[config.mk]
export PLATFORM = sky130hd
export DESIGN_NAME = cpu_boot_debug_ctrl
export DESIGN_NICKNAME = d
export VERILOG_FILES = /design/src/rtl/cpu_boot_debug_ctrl.sv
export SDC_FILE = /design/constraint.sdc
export NUM_CORES = 1
export LEC_CHECK = 0
export CAP_MARGIN = 20
export CORE_MARGIN = 10
export CORE_UTILIZATION = 45
export CTS_CLUSTER_SIZE = 24
export DETAILED_ROUTE_END_ITERATION = 10
export PLACE_DENSITY = 0.8
export RECOVER_POWER = 50
export SETUP_SLACK_MARGIN = 0.05
export SLEW_MARGIN = 40
export SYNTH_ARGS = -nofsm -noshare
export SYNTH_HDL_FRONTEND = slang
export SYNTH_SLANG_ARGS = --single-unit
[constraint.sdc]
create_clock -name clk -period 3.4 [get_ports clk]
set_input_delay 0.68 -clock clk [delete_from_list [all_inputs] [get_ports clk]]
set_output_delay 0.68 -clock clk [all_outputs]
set_load 0.03 [all_outputs]
[src/rtl/cpu_boot_debug_ctrl.sv]
// -----------------------------------------------------------------------------
// cpu_boot_debug_ctrl
// Boot and debug controller that sits between a host and a CPU core.
// It streams a program into instruction memory while the CPU is held in reset.
// It then releases the CPU in run, single-step or run-to-breakpoint mode,
// counts the released cycles and records why execution stopped.
//
// Ports
//   clk, reset          rising-edge clock, asynchronous active-low reset
//   load_valid/ready    program word handshake (load_data, load_last)
//   imem_we/addr/wdata  zero-latency instruction memory write port
//   mode                00 run, 01 single-step, 10 run-to-breakpoint, 11 = 00
//   start/step/clear    one-cycle control pulses
//   cycle_limit         max released cycles (0 = unlimited)
//   bp_addr, cpu_pc     breakpoint PC and observed CPU PC
//   cpu_hold            1 = CPU held in reset
//   prog_len            number of words loaded
//   cycle_count         released cycles (saturating)
//   halted, done_cause  halt status and cause (01 END, 10 BREAK, 11 LIMIT)
//   overflow            sticky: load truncated at imem capacity
// -----------------------------------------------------------------------------
module cpu_boot_debug_ctrl #(
    parameter int INSTR_WIDTH = 18,
    parameter int ADDR_WIDTH  = 10,
    parameter int PC_WIDTH    = 10,
    parameter int CNT_WIDTH   = 16
) (
    input  logic                   clk,
    input  logic                   reset,
    input  logic                   load_valid,
    output logic                   load_ready,
    input  logic [INSTR_WIDTH-1:0] load_data,
    input  logic                   load_last,
    output logic                   imem_we,
    output logic [ADDR_WIDTH-1:0]  imem_addr,
    output logic [INSTR_WIDTH-1:0] imem_wdata,
    input  logic [1:0]             mode,
    input  logic                   start,
    input  logic                   step,
    input  logic                   clear,
    input  logic [CNT_WIDTH-1:0]   cycle_limit,
    input  logic [PC_WIDTH-1:0]    bp_addr,
    input  logic [PC_WIDTH-1:0]    cpu_pc,
    output logic                   cpu_hold,
    output logic [ADDR_WIDTH:0]    prog_len,
    output logic [CNT_WIDTH-1:0]   cycle_count,
    output logic                   halted,
    output logic [1:0]             done_cause,
    output logic                   overflow
);

    localparam int LEN_W = ADDR_WIDTH + 1;
    localparam int CMP_W = PC_WIDTH + ADDR_WIDTH + 1;

    localparam logic [1:0] CAUSE_NONE  = 2'b00;
    localparam logic [1:0] CAUSE_END   = 2'b01;
    localparam logic [1:0] CAUSE_BREAK = 2'b10;
    localparam logic [1:0] CAUSE_LIMIT = 2'b11;

    typedef enum logic [2:0] {
        ST_IDLE      = 3'd0,
        ST_LOAD      = 3'd1,
        ST_ARMED     = 3'd2,
        ST_RUN       = 3'd3,
        ST_STEP_WAIT = 3'd4,
        ST_STEP_GO   = 3'd5,
        ST_HALT      = 3'd6
    } state_t;

    // Cycle counter increment that sticks at all-ones instead of wrapping.
    function automatic logic [CNT_WIDTH-1:0] sat_inc(input logic [CNT_WIDTH-1:0] v);
        if (v == {CNT_WIDTH{1'b1}}) begin
            return v;
        end else begin
            return v + CNT_WIDTH'(1);
        end
    endfunction

    state_t                 state_r, state_s;
    logic [ADDR_WIDTH-1:0]  ptr_r, ptr_s;
    logic [LEN_W-1:0]       len_r, len_s;
    logic [CNT_WIDTH-1:0]   cnt_r, cnt_s;
    logic [1:0]             cause_r, cause_s;
    logic                   ovf_r, ovf_s;
    logic [1:0]             mode_r, mode_s;

    logic                   accept_s;
    logic                   ptr_full_s;
    logic [CNT_WIDTH-1:0]   cnt_inc_s;
    logic                   hit_break_s;
    logic                   hit_end_s;
    logic                   hit_limit_s;

    // Handshake, write port and status decode straight from the state register
    // so cpu_hold follows the asynchronous reset without waiting for an edge.
    always_comb begin
        load_ready  = (state_r == ST_IDLE) || (state_r == ST_LOAD);
        accept_s    = load_valid & load_ready;
        imem_we     = accept_s;
        imem_addr   = ptr_r;
        imem_wdata  = load_data;
        cpu_hold    = !((state_r == ST_RUN) || (state_r == ST_STEP_GO));
        halted      = (state_r == ST_HALT);
        prog_len    = len_r;
        cycle_count = cnt_r;
        done_cause  = cause_r;
        overflow    = ovf_r;
    end

    // Halt condition evaluation against the current PC and post-increment count.
    always_comb begin
        ptr_full_s  = (ptr_r == {ADDR_WIDTH{1'b1}});
        cnt_inc_s   = sat_inc(cnt_r);
        // Mode is latched at start so a mid-run change cannot alter the rules.
        hit_break_s = (mode_r == 2'b10) && (cpu_pc == bp_addr);
        hit_end_s   = (CMP_W'(cpu_pc) >= CMP_W'(len_r));
        hit_limit_s = (cycle_limit != {CNT_WIDTH{1'b0}}) && (cnt_inc_s == cycle_limit);
    end

    // Next-state and next-register computation for the controller.
    always_comb begin
        state_s = state_r;
        ptr_s   = ptr_r;
        len_s   = len_r;
        cnt_s   = cnt_r;
        cause_s = cause_r;
        ovf_s   = ovf_r;
        mode_s  = mode_r;
        case (state_r)
            ST_IDLE, ST_LOAD: begin
                if (accept_s) begin
                    ptr_s = ptr_r + ADDR_WIDTH'(1);
                    len_s = len_r + LEN_W'(1);
                    if (load_last) begin
                        state_s = ST_ARMED;
                    end else if (ptr_full_s) begin
                        // Memory is full: arm with what fits and flag truncation.
                        state_s = ST_ARMED;
                        ovf_s   = 1'b1;
                    end else begin
                        state_s = ST_LOAD;
                    end
                end else begin
                    state_s = state_r;
                end
            end
            ST_ARMED: begin
                if (start) begin
                    cnt_s   = {CNT_WIDTH{1'b0}};
                    mode_s  = mode;
                    state_s = (mode == 2'b01) ? ST_STEP_WAIT : ST_RUN;
                end else begin
                    state_s = ST_ARMED;
                end
            end
            ST_RUN: begin
                cnt_s = cnt_inc_s;
                if (hit_break_s) begin
                    state_s = ST_HALT;
                    cause_s = CAUSE_BREAK;
                end else if (hit_end_s) begin
                    state_s = ST_HALT;
                    cause_s = CAUSE_END;
                end else if (hit_limit_s) begin
                    state_s = ST_HALT;
                    cause_s = CAUSE_LIMIT;
                end else begin
                    state_s = ST_RUN;
                end
            end
            ST_STEP_WAIT: begin
                if (step) begin
                    state_s = ST_STEP_GO;
                end else begin
                    state_s = ST_STEP_WAIT;
                end
            end
            ST_STEP_GO: begin
                // Single released cycle; a step pulse seen here is dropped.
                cnt_s = cnt_inc_s;
                if (hit_end_s) begin
                    state_s = ST_HALT;
                    cause_s = CAUSE_END;
                end else if (hit_limit_s) begin
                    state_s = ST_HALT;
                    cause_s = CAUSE_LIMIT;
                end else begin
                    state_s = ST_STEP_WAIT;
                end
            end
            ST_HALT: begin
                if (clear) begin
                    state_s = ST_IDLE;
                    ptr_s   = {ADDR_WIDTH{1'b0}};
                    len_s   = {LEN_W{1'b0}};
                    cnt_s   = {CNT_WIDTH{1'b0}};
                    cause_s = CAUSE_NONE;
                    ovf_s   = 1'b0;
                end else begin
                    state_s = ST_HALT;
                end
            end
            default: begin
                state_s = ST_IDLE;
            end
        endcase
    end

    // Controller state and bookkeeping registers.
    always_ff @(posedge clk or negedge reset) begin
        if (!reset) begin
            state_r <= ST_IDLE;
            ptr_r   <= {ADDR_WIDTH{1'b0}};
            len_r   <= {LEN_W{1'b0}};
            cnt_r   <= {CNT_WIDTH{1'b0}};
            cause_r <= CAUSE_NONE;
            ovf_r   <= 1'b0;
            mode_r  <= 2'b00;
        end else begin
            state_r <= state_s;
            ptr_r   <= ptr_s;
            len_r   <= len_s;
            cnt_r   <= cnt_s;
            cause_r <= cause_s;
            ovf_r   <= ovf_s;
            mode_r  <= mode_s;
        end
    end

endmodule
* After elaboration in Yosys (flattened, before gate mapping) *
Index checks and enable logic that the tools add are counted.

operators by class
  $add $sub $neg = 3
  multipliers = 0
  div/mod/pow operators = 0
  order comparisons = 1
  eq/ne operators = 17
  shifts and indexed selects = 0
  mux-type cells = 33
  bitwise gates (word level) = 1
  reductions and logical operators = 17

operators with widths
  operator               number
  $mux 16                3
  $pmux 16 s3            1
  $mux 11                2
  $pmux 11 s2            1
  $mux 3                 7
  $mux 10                2
  $pmux 10 s2            1
  $pmux 3 s6             1
  $add 16x1->16 const B  1
  $eq 16x16->1           1
  $eq 16x16->1 const B   1
  $mux 2                 8
  $reduce_bool 16->1     1
  $add 11x1->11 const B  1
  $ge 10x11->1           1
  $add 10x1->10 const B  1
  $eq 10x10->1           1
  $eq 10x10->1 const B   1
  $ne 2x2->1 const B     5
  $eq 3x3->1 const B     3
  $eq 3x2->1 const B     2
  $pmux 2 s3             1
  $reduce_and 3->1       2
  $reduce_bool 3->1      2
  other kinds (14)       22

word-level totals
  bits in registers = 45
  bits in latches = 0
  bits in writable memories = 0
  bits in read-only memories = 0
  input bits = 63
  output and inout port bits = 62
  logic and storage cells = 79
  memories = 0

* Logic depth before layout (Yosys ltp) *
Gate-level depths: netlist of the first run.

  depth in word-level cells = 8
  depth in mapped cells = 11
  depth with buffers taken out = 9

* Worst setup path after synthesis of the first run *
OpenSTA, ideal clock, no wires.

  path type = register to register
  start point = reg cnt_r[1], in the netlist cycle_count[1]
  end point = reg state_r[0]
  setup time = 0.087 ns
  data arrival time = 2.511 ns
  required time = 3.313 ns
  path slack = 0.803 ns
  cell stages (with the launch flop) = 10
  path buffers = 1
  clock period less this slack = 2.597 ns
  path through = dfrtp_1 ha_1 buf_4 nand3_2 nor4_2 xnor2_1 mux2i_1 nor4_2 or4_1 o211ai_1

between the ends
  word-level cells in the longest chain between the ends = 8
  elaborated cells between the ends (all ways) = 9
  classes of those cells = 1 x add/sub; 2 x eq/ne; 5 x mux; 1 x reduce/logical

RTL lines
  what                                                  line    source
  start: declaration                                    82      logic [CNT_WIDTH-1:0] cnt_r, cnt_s;
  start signal: assignment                              215     cnt_r <= {CNT_WIDTH{1'b0}};
  start signal: assignment                              223     cnt_r <= cnt_s;
  $add 16x1->16 / $eq 16x16->1 (equally long branches)  75, 72
  $mux 16 (*)                                           72      if (v == {CNT_WIDTH{1'b1}}) begin
  $eq 16x16->1 (*)                                      117     hit_limit_s = (cycle_limit != {CNT_WIDTH{1'b0}}) && (cnt_inc_s == cycle_limit);
  $logic_and 1x1->1 (*)                                 117
  $mux 3 (*)                                            164     end else if (hit_limit_s) begin
  $mux 3 (*)                                            161     end else if (hit_end_s) begin
  $mux 3 (*)                                            158     if (hit_break_s) begin
  $pmux 3 s6 (*)                                        129     case (state_r)
  end signal: assignment                                220     state_r <= state_s;
  end: declaration                                      79      state_t state_r, state_s;

Mark *: on every way between the ends. The rest lies on a longest branch, timed or not.
A chain may end at the register's enable or synchronous reset.

* Worst setup path in the final report of the first run *
  start point = in cpu_pc[5]
  end point = reg state_r[0]

between the ends
  word-level cells in the longest chain between the ends = 4
  elaborated cells between the ends (all ways) = 7
  classes of those cells = 1 x order compare; 1 x eq/ne; 4 x mux; 1 x reduce/logical

RTL lines
  what                                                 line      source
  start: declaration                                   43        input logic [PC_WIDTH-1:0] cpu_pc,
  $ge 10x11->1 / $eq 10x10->1 (equally long branches)  116, 115
  $mux 3 / $logic_and 1x1->1 (equally long branches)   161, 115
  $mux 3                                               158
  $pmux 3 s6 (*)                                       129

Marks and branches as above.

==> qor.tcl, run 1 <==
set qor(status) {complete, but fails checks}
set qor(failed_checks) {capacitance limit, slew limit}
set qor(leakage_nw) 1.82
set qor(grt_max_degree) 46
set qor(ys_async_sr_fraction) 1.00
set qor(power_density_nw_per_um2) 606
set qor(count_of_placed_standard_cells_in_the_final_layout_fillers_left_out) 600
set qor(power.share.combinational) 0.519
set qor(ctsHoldBuffers) 0
set qor(place.detailed.hpwl_um) 8190
set qor(place.port_buffers) 88
set qor(worstSetupStartpointType) {primary input}
set qor(synth-seq-area-share) 0.310
set qor(synth-edff-count) 0
set qor(synthesis.instances) 436
set qor(postRouteWirelength_um) 10500
set qor(grt_setup_unrepaired) {false}
set qor(clock_latency_at_the_later_pin_of_the_worst_skew_pair_ps) 300
set qor(die_height_um) 110
set qor(r2r-end) {done_cause[0]$_DFFE_PN0P_}
set qor(final_cell_area_sq_um) 4550
set qor(synth_most_common_cell) {sky130_fd_sc_hd__dfrtp_1}
set qor(seq_power_share) 0.302
set qor(power.clock.fraction) 0.179
set qor(clock_tree.buffer_depth) 2
set qor(synth_flop_cell) {sky130_fd_sc_hd__dfrtp_1}
set qor(critPathRequiredTime_ps) 3620
set qor(vias_in_the_first_global_route) 3510
set qor(fin_worst_skew_ps) 16.1
set qor(cts_max_level) 2
set qor(layout_worst_path_cycle_share) 0.854
set qor(vias) 3501
set qor(synth_nets) 512
set qor(post_cts_buffers) 0
set qor(worstSetupEndpointType) {flop}
set qor(most_numerous_cell_types_in_the_synthesized_netlist) {sky130_fd_sc_hd__dfrtp_1, sky130_fd_sc_hd__nor2_1, sky130_fd_sc_hd__nand2_1}
set qor(finalSetupViolCount) 0
set qor(die-width_um) 110
set qor(postSynthAreaPerCell_sq_um) 8.33
set qor(synth.largest_area_cell) {sky130_fd_sc_hd__dfrtp_1}
set qor(synth_cell_type_count) 63
set qor(regToRegSetupSlack_ps) 580
set qor(design.final.nets) 573
set qor(yosys_warnings) 0
set qor(post_dr_wirelength_cell_um) 17.5
set qor(start_util) 0.467
set qor(ir_drop_mv) 0.389
set qor(antenna_found_initial) 0
set qor(critPathLaunch) {cpu_pc[5]}
set qor(grt_first_pass_wirelength_um) 17500
set qor(postRouteAntennaNets) 0
set qor(ctsRootBufferMaster) {sky130_fd_sc_hd__clkbuf_8}
set qor(tritoncts) {yes}
set qor(dpl-instance-area_sq_um) 4430
set qor(grt.overflow.total) 0
set qor(worst_r2r_path_depth) 8
set qor(grt.total_usage) 0.177
set qor(io-pin-count) 125
set qor(clock-sinks) 45
set qor(post-route-min-period_ps) 2900
set qor(post_cts_resized) 0
set qor(core_sq_um) 7770
set qor(min-delay-path-class) {reg -> reg}
set qor(drt_first_pass_iters) 5
set qor(max_cap_violations) 1
set qor(final_number_of_max_transition_violations) 46
set qor(placementRows) 32
set qor(die-area_sq_um) 12100
set qor(total_switching_power_mw) 1.21
set qor(layout-drive-gt1-share) 0.0622
set qor(timing.critical_path.fanout_max) 8
set qor(gp_congestion) 0.895
set qor(timing.rr.start) {cycle_count[1]$_DFFE_PN0P_}
set qor(dpl.cell_count) 592
set qor(post_synth_instance_area_sq_um) 3630
set qor(antenna_cells_inserted) 0
set qor(switching_share_of_power) 0.438
set qor(areaGrowthSynthToFinish_pct) 25.5
set qor(ratio_of_routed_vias_to_standard_cells) 5.84
set qor(yosys.area.top_type_share) 0.310
set qor(worst-setup-path-type) {in -> reg}
set qor(min_delay_path_depth) 1
set qor(fillCellCount) 702
set qor(internal-power_mw) 1.55
set qor(critPathCapture) {state_r[0]$_DFFE_PN0P_}
set qor(clk_pin_slew_worst_paths_ps) 90
set qor(worst_pin_slew_ps) 2480
set qor(crit_path_dat_ps) 3120
set qor(setup_total_negative_slack_ps) 0
set qor(drc) 0
set qor(number_of_synthesized_register_bits) 45
set qor(relSlewSlack) -0.651
set qor(cts-buffers-inserted) 5
set qor(initialDrtViolationCount) 177
set qor(hold_viol) 0
set qor(synthTopCellsByArea) {sky130_fd_sc_hd__dfrtp_1, sky130_fd_sc_hd__xnor2_1, sky130_fd_sc_hd__buf_4}
set qor(max_frequency_ghz) 0.345
set qor(post-route-util) 0.586
==> kinds of logic after synthesis <==
logic type / Yosys count / synth area share
xor+xnor: 44 / 0.106
mux: 5 / 0.0148
buf+inv: 63 / 0.0945
compound gates: 92 / 0.164
fa+ha+maj: 13 / 0.0448
flops: 45 / 0.310
simple gates: 174 / 0.265
==> how the worst min path moves through the flow <==
stage                                 endpoint  slack (ps)                  start
floorplan           cycle_count[0]$_DFFE_PN0P_         380                  reset
global placement         mode_r[1]$_DFFE_PN0P_         490  mode_r[1]$_DFFE_PN0P_
detailed placement       mode_r[0]$_DFFE_PN0P_         500  mode_r[0]$_DFFE_PN0P_
CTS                    prog_len[2]$_DFFE_PN0P_         390                  reset
global route             mode_r[1]$_DFFE_PN0P_         540  mode_r[1]$_DFFE_PN0P_
finish                   mode_r[0]$_DFFE_PN0P_         520  mode_r[0]$_DFFE_PN0P_
==> per-stage QoR <==
| stage | hold slack (ps) | setup slack (ps) | total power [mW] |
|---|---|---|---|
| after CTS | 395 | 510 | 2.80 |
| final | 521 | 498 | 2.76 |
| after global routing | 542 | 374 | 2.96 |
| after detailed placement | 501 | 225 | 2.29 |
| after global placement | 486 | 333 | 2.27 |
| after floorplan | 384 | 803 | 1.78 |
==> placed cells by master, fill, tap and decap left out, drive strengths merged, types with 2 or more instances in the layout <==
cell	n
and4	4
a31o	2
mux2i	2
inv	23
xor2	16
nor3	9
nor2b	6
nor4	11
o22a	3
o31ai	4
a31oi	9
or3	3
bufinv	2
dlygate4sd3	2
o41ai	2
buf	5
clkdlybuf4s50	85
ha	13
or4	3
nand4	20
xnor2	28
o21ai	29
a32oi	3
nor2	42
dfrtp	45
nand2b	5
nand3b	2
o211ai	2
mux2	3
nor3b	2
a21oi	19
clkbuf	8
o21bai	4
nand3	17
and3	10
o2111ai	2
a22o	3
nand4b	2
nand2	35
==> final cells by class <==
| cell class | instances | area, sq um | share of cell area |
|---|---|---|---|
| Clock buffer | 5 | 68.8 | 0.0151 |
| Clock inverter | 3 | 68.8 | 0.0151 |
| Inverter | 22 | 82.6 | 0.0181 |
| Multi-Input combinational cell | 328 | 2160 | 0.474 |
| Sequential cell | 45 | 1130 | 0.247 |
| Tap cell | 102 | 128 | 0.0280 |
| Timing Repair Buffer | 95 | 920 | 0.202 |
==> registers in the layout, indices dropped and copies added, names as in the netlist <==
| signal | cells |
|---|---|
| prog_len | 11 |
| mode_r | 2 |
| state_r | 3 |
| done_cause | 2 |
| cycle_count | 16 |
| imem_addr | 10 |
| overflow | 1 |
==> power by group through the flow <==
stage	clock network (mW)	logic, mW	registers (mW)
after floorplan	0	0.812	0.971
after global placement	0	1.43	0.837
after detailed placement	0	1.45	0.843
after CTS	0.513	1.46	0.833
after global routing	0.529	1.57	0.859
final	0.494	1.43	0.833
==> routing by layer <==
| metal | global-route usage | wire (um) |
|---|---|---|
| met1 | 0.229 | 4470 |
| met3 | 0.0468 | 1000 |
| met5 | 0 | 0 |
| met4 | 0.0586 | 239 |
| met2 | 0.279 | 4770 |
==> worst max-delay path: stages <==
cell                              delay, ps
sky130_fd_sc_hd__clkdlybuf4s50_1        460
sky130_fd_sc_hd__ha_1                   340
sky130_fd_sc_hd__a2111o_1               420
sky130_fd_sc_hd__a31oi_1                160
sky130_fd_sc_hd__o21ai_0                130
sky130_fd_sc_hd__o2bb2ai_1              270
sky130_fd_sc_hd__or4_1                  550
sky130_fd_sc_hd__o211ai_1               110
Note: power is estimated with default switching activity, not from simulation.
==> inputs of run 2 (changes only) <==
--- a/config.mk
+++ b/config.mk
@@ -7,10 +7,11 @@
 export LEC_CHECK = 0
 export CAP_MARGIN = 20
 export CORE_MARGIN = 10
-export CORE_UTILIZATION = 45
+export CORE_UTILIZATION = 47
+export CTS_BUF_LIST = sky130_fd_sc_hd__clkbuf_4
 export CTS_CLUSTER_SIZE = 24
 export DETAILED_ROUTE_END_ITERATION = 10
-export PLACE_DENSITY = 0.8
+export PLACE_DENSITY = 0.83
 export RECOVER_POWER = 50
 export SETUP_SLACK_MARGIN = 0.05
 export SLEW_MARGIN = 40
==> qor.tcl, run 2 (synthesized netlist as in run 1, its figures left out) <==
set qor(status) {complete, but fails checks}
set qor(failed_checks) {capacitance limit, slew limit}
set qor(initialDrtViolationCount) 206
set qor(sequential_cell_area_sq_um) 1130
set qor(io-pin-count) 125
set qor(power_mw) 2.70
set qor(max_cap_violations) 1
set qor(crit_path_dat_ps) 3210
set qor(worst_r2r_path_depth) 8
set qor(layout.cells.most_common_list) {sky130_fd_sc_hd__clkdlybuf4s50_1, sky130_fd_sc_hd__dfrtp_1, sky130_fd_sc_hd__nor2_1, sky130_fd_sc_hd__nand2_1}
set qor(clock_tree.buffer_depth) 2
set qor(worst_path_max_delay_cell) {sky130_fd_sc_hd__or4_1}
set qor(die-area_sq_um) 11600
set qor(final_number_of_max_transition_violations) 46
set qor(ctsHoldBuffers) 0
set qor(placementRows) 31
set qor(clock-sinks) 45
set qor(cts-buffers-inserted) 5
set qor(clock_latency_at_the_later_pin_of_the_worst_skew_pair_ps) 380
set qor(largest_register_ffs) 16
set qor(fin_hold_ws_ps) 527
set qor(leakage_nw) 1.80
set qor(hold_viol) 0
set qor(areaGrowthSynthToFinish_pct) 24.3
set qor(worstSetupEndpointType) {flop}
set qor(drt_first_pass_iters) 5
set qor(timing.rr.start) {cycle_count[0]$_DFFE_PN0P_}
set qor(place.port_buffers) 88
set qor(start_util) 0.493
set qor(grt_first_pass_wirelength_um) 17600
set qor(dpl-instance-area_sq_um) 4420
set qor(grt.overflow.total) 0
set qor(layout_worst_path_cycle_share) 0.854
set qor(grt.total_usage) 0.181
set qor(crit_path_max_incr_delay_ps) 590
set qor(tritoncts) {yes}
set qor(setup_total_negative_slack_ps) 0
set qor(timing.critical_path.fanout_max) 15
set qor(antenna_found_initial) 0
set qor(cts_max_level) 2
set qor(die-width_um) 108
set qor(power_density_nw_per_um2) 599
set qor(ratio_of_routed_vias_to_standard_cells) 5.90
set qor(clk_pin_slew_worst_paths_ps) 140
set qor(critPathLaunch) {cycle_count[0]$_DFFE_PN0P_}
set qor(critPathCapture) {done_cause[0]$_DFFE_PN0P_}
set qor(min-delay-path-class) {reg -> reg}
set qor(grt_max_degree) 46
set qor(ir_drop_mv) 0.348
set qor(ctsRootBufferMaster) {sky130_fd_sc_hd__clkbuf_4}
set qor(worst_pin_slew_ps) 2460
set qor(multi_input_area_sq_um) 2160
set qor(post_cts_resized) 0
set qor(final_cell_area_sq_um) 4510
set qor(r2r-end) {done_cause[0]$_DFFE_PN0P_}
set qor(regToRegSetupSlack_ps) 500
set qor(place.detailed.hpwl_um) 8260
set qor(gp_congestion) 0.908
set qor(worst-setup-path-type) {reg -> reg}
set qor(vias) 3515
set qor(die_height_um) 108
set qor(design.final.nets) 572
set qor(grt_setup_unrepaired) {false}
set qor(layout_setup_ws_ps) 495
set qor(layout-drive-gt1-share) 0.0604
set qor(antenna_cells_inserted) 0
set qor(postRouteWirelength_um) 10500
set qor(relSlewSlack) -0.643
set qor(worstSetupStartpointType) {flop}
set qor(fin_worst_skew_ps) 18.5
set qor(post_cts_buffers) 0
set qor(max_frequency_ghz) 0.344
set qor(core_sq_um) 7370
set qor(vias_in_the_first_global_route) 3570
set qor(commonest_non_fill_non_tap_cell_in_the_layout) {sky130_fd_sc_hd__clkdlybuf4s50_1}
set qor(postRouteAntennaNets) 0
set qor(post-route-min-period_ps) 2900
set qor(cp_cell_sequence) {ha_1, and3_1, nand4_4, or4_1, nand2_1, nand4b_1, or3_4, o21bai_2}
set qor(place_worst_setup_slack_ps) 298
set qor(finalSetupViolCount) 0
set qor(drc) 0
set qor(post_dr_wirelength_cell_um) 17.6
set qor(fillCellCount) 647
set qor(critPathRequiredTime_ps) 3700
-- run 2: critical path, delay by kind of cell, from the launching register on --
family | cells | cell delay, ps
AND/OR/NAND/NOR | 6 | 1820
flip-flops | 1 | 510
adder cells (fa/ha/maj) | 1 | 400
AO/OA/AOI/OAI | 1 | 130
-- run 2: cell type report --
cell class / count / area share
clock buffers: 5 / 0.00832
multi-input cells: 328 / 0.479
clock inverters: 3 / 0.0153
well taps: 99 / 0.0275
flip-flops and latches: 45 / 0.250
repair buffers: 94 / 0.202
inverters: 22 / 0.0183
-- run 2: power breakdown --
group          internal, mW  switching, mW  total (mW)
combinational         0.596          0.848        1.44
sequential            0.665          0.169       0.834
clock                 0.231          0.194       0.425
total                  1.49           1.21        2.70
-- run 2: metrics by stage --
step	instances	utilization
CTS	596	0.614
global placement	588	0.599
global route	596	0.612
finish	596	0.612
detailed placement	588	0.599
floorplan	436	-
-- run 2: metal layers --
| layer | up-vias | routed length [um] | GRT usage |
|---|---|---|---|
| met1 | 1670 | 4570 | 0.226 |
| met5 | - | 0 | 0 |
| met2 | 167 | 4890 | 0.304 |
| li1 | 1669 | - | - |
| met3 | 9 | 957 | 0.0485 |
| met4 | 0 | 92 | 0.0410 |
-- run 2: how the worst min path moves through the flow --
stage / startpoint / end / cells after the start
floorplan: reset / cycle_count[0]$_DFFE_PN0P_ / 0
global placement: overflow$_DFFE_PN0P_ / overflow$_DFFE_PN0P_ / 2
detailed placement: overflow$_DFFE_PN0P_ / overflow$_DFFE_PN0P_ / 2
CTS: reset / imem_addr[6]$_DFFE_PN0P_ / 1
global route: imem_addr[0]$_DFFE_PN0P_ / imem_addr[0]$_DFFE_PN0P_ / 1
finish: imem_addr[0]$_DFFE_PN0P_ / imem_addr[0]$_DFFE_PN0P_ / 1
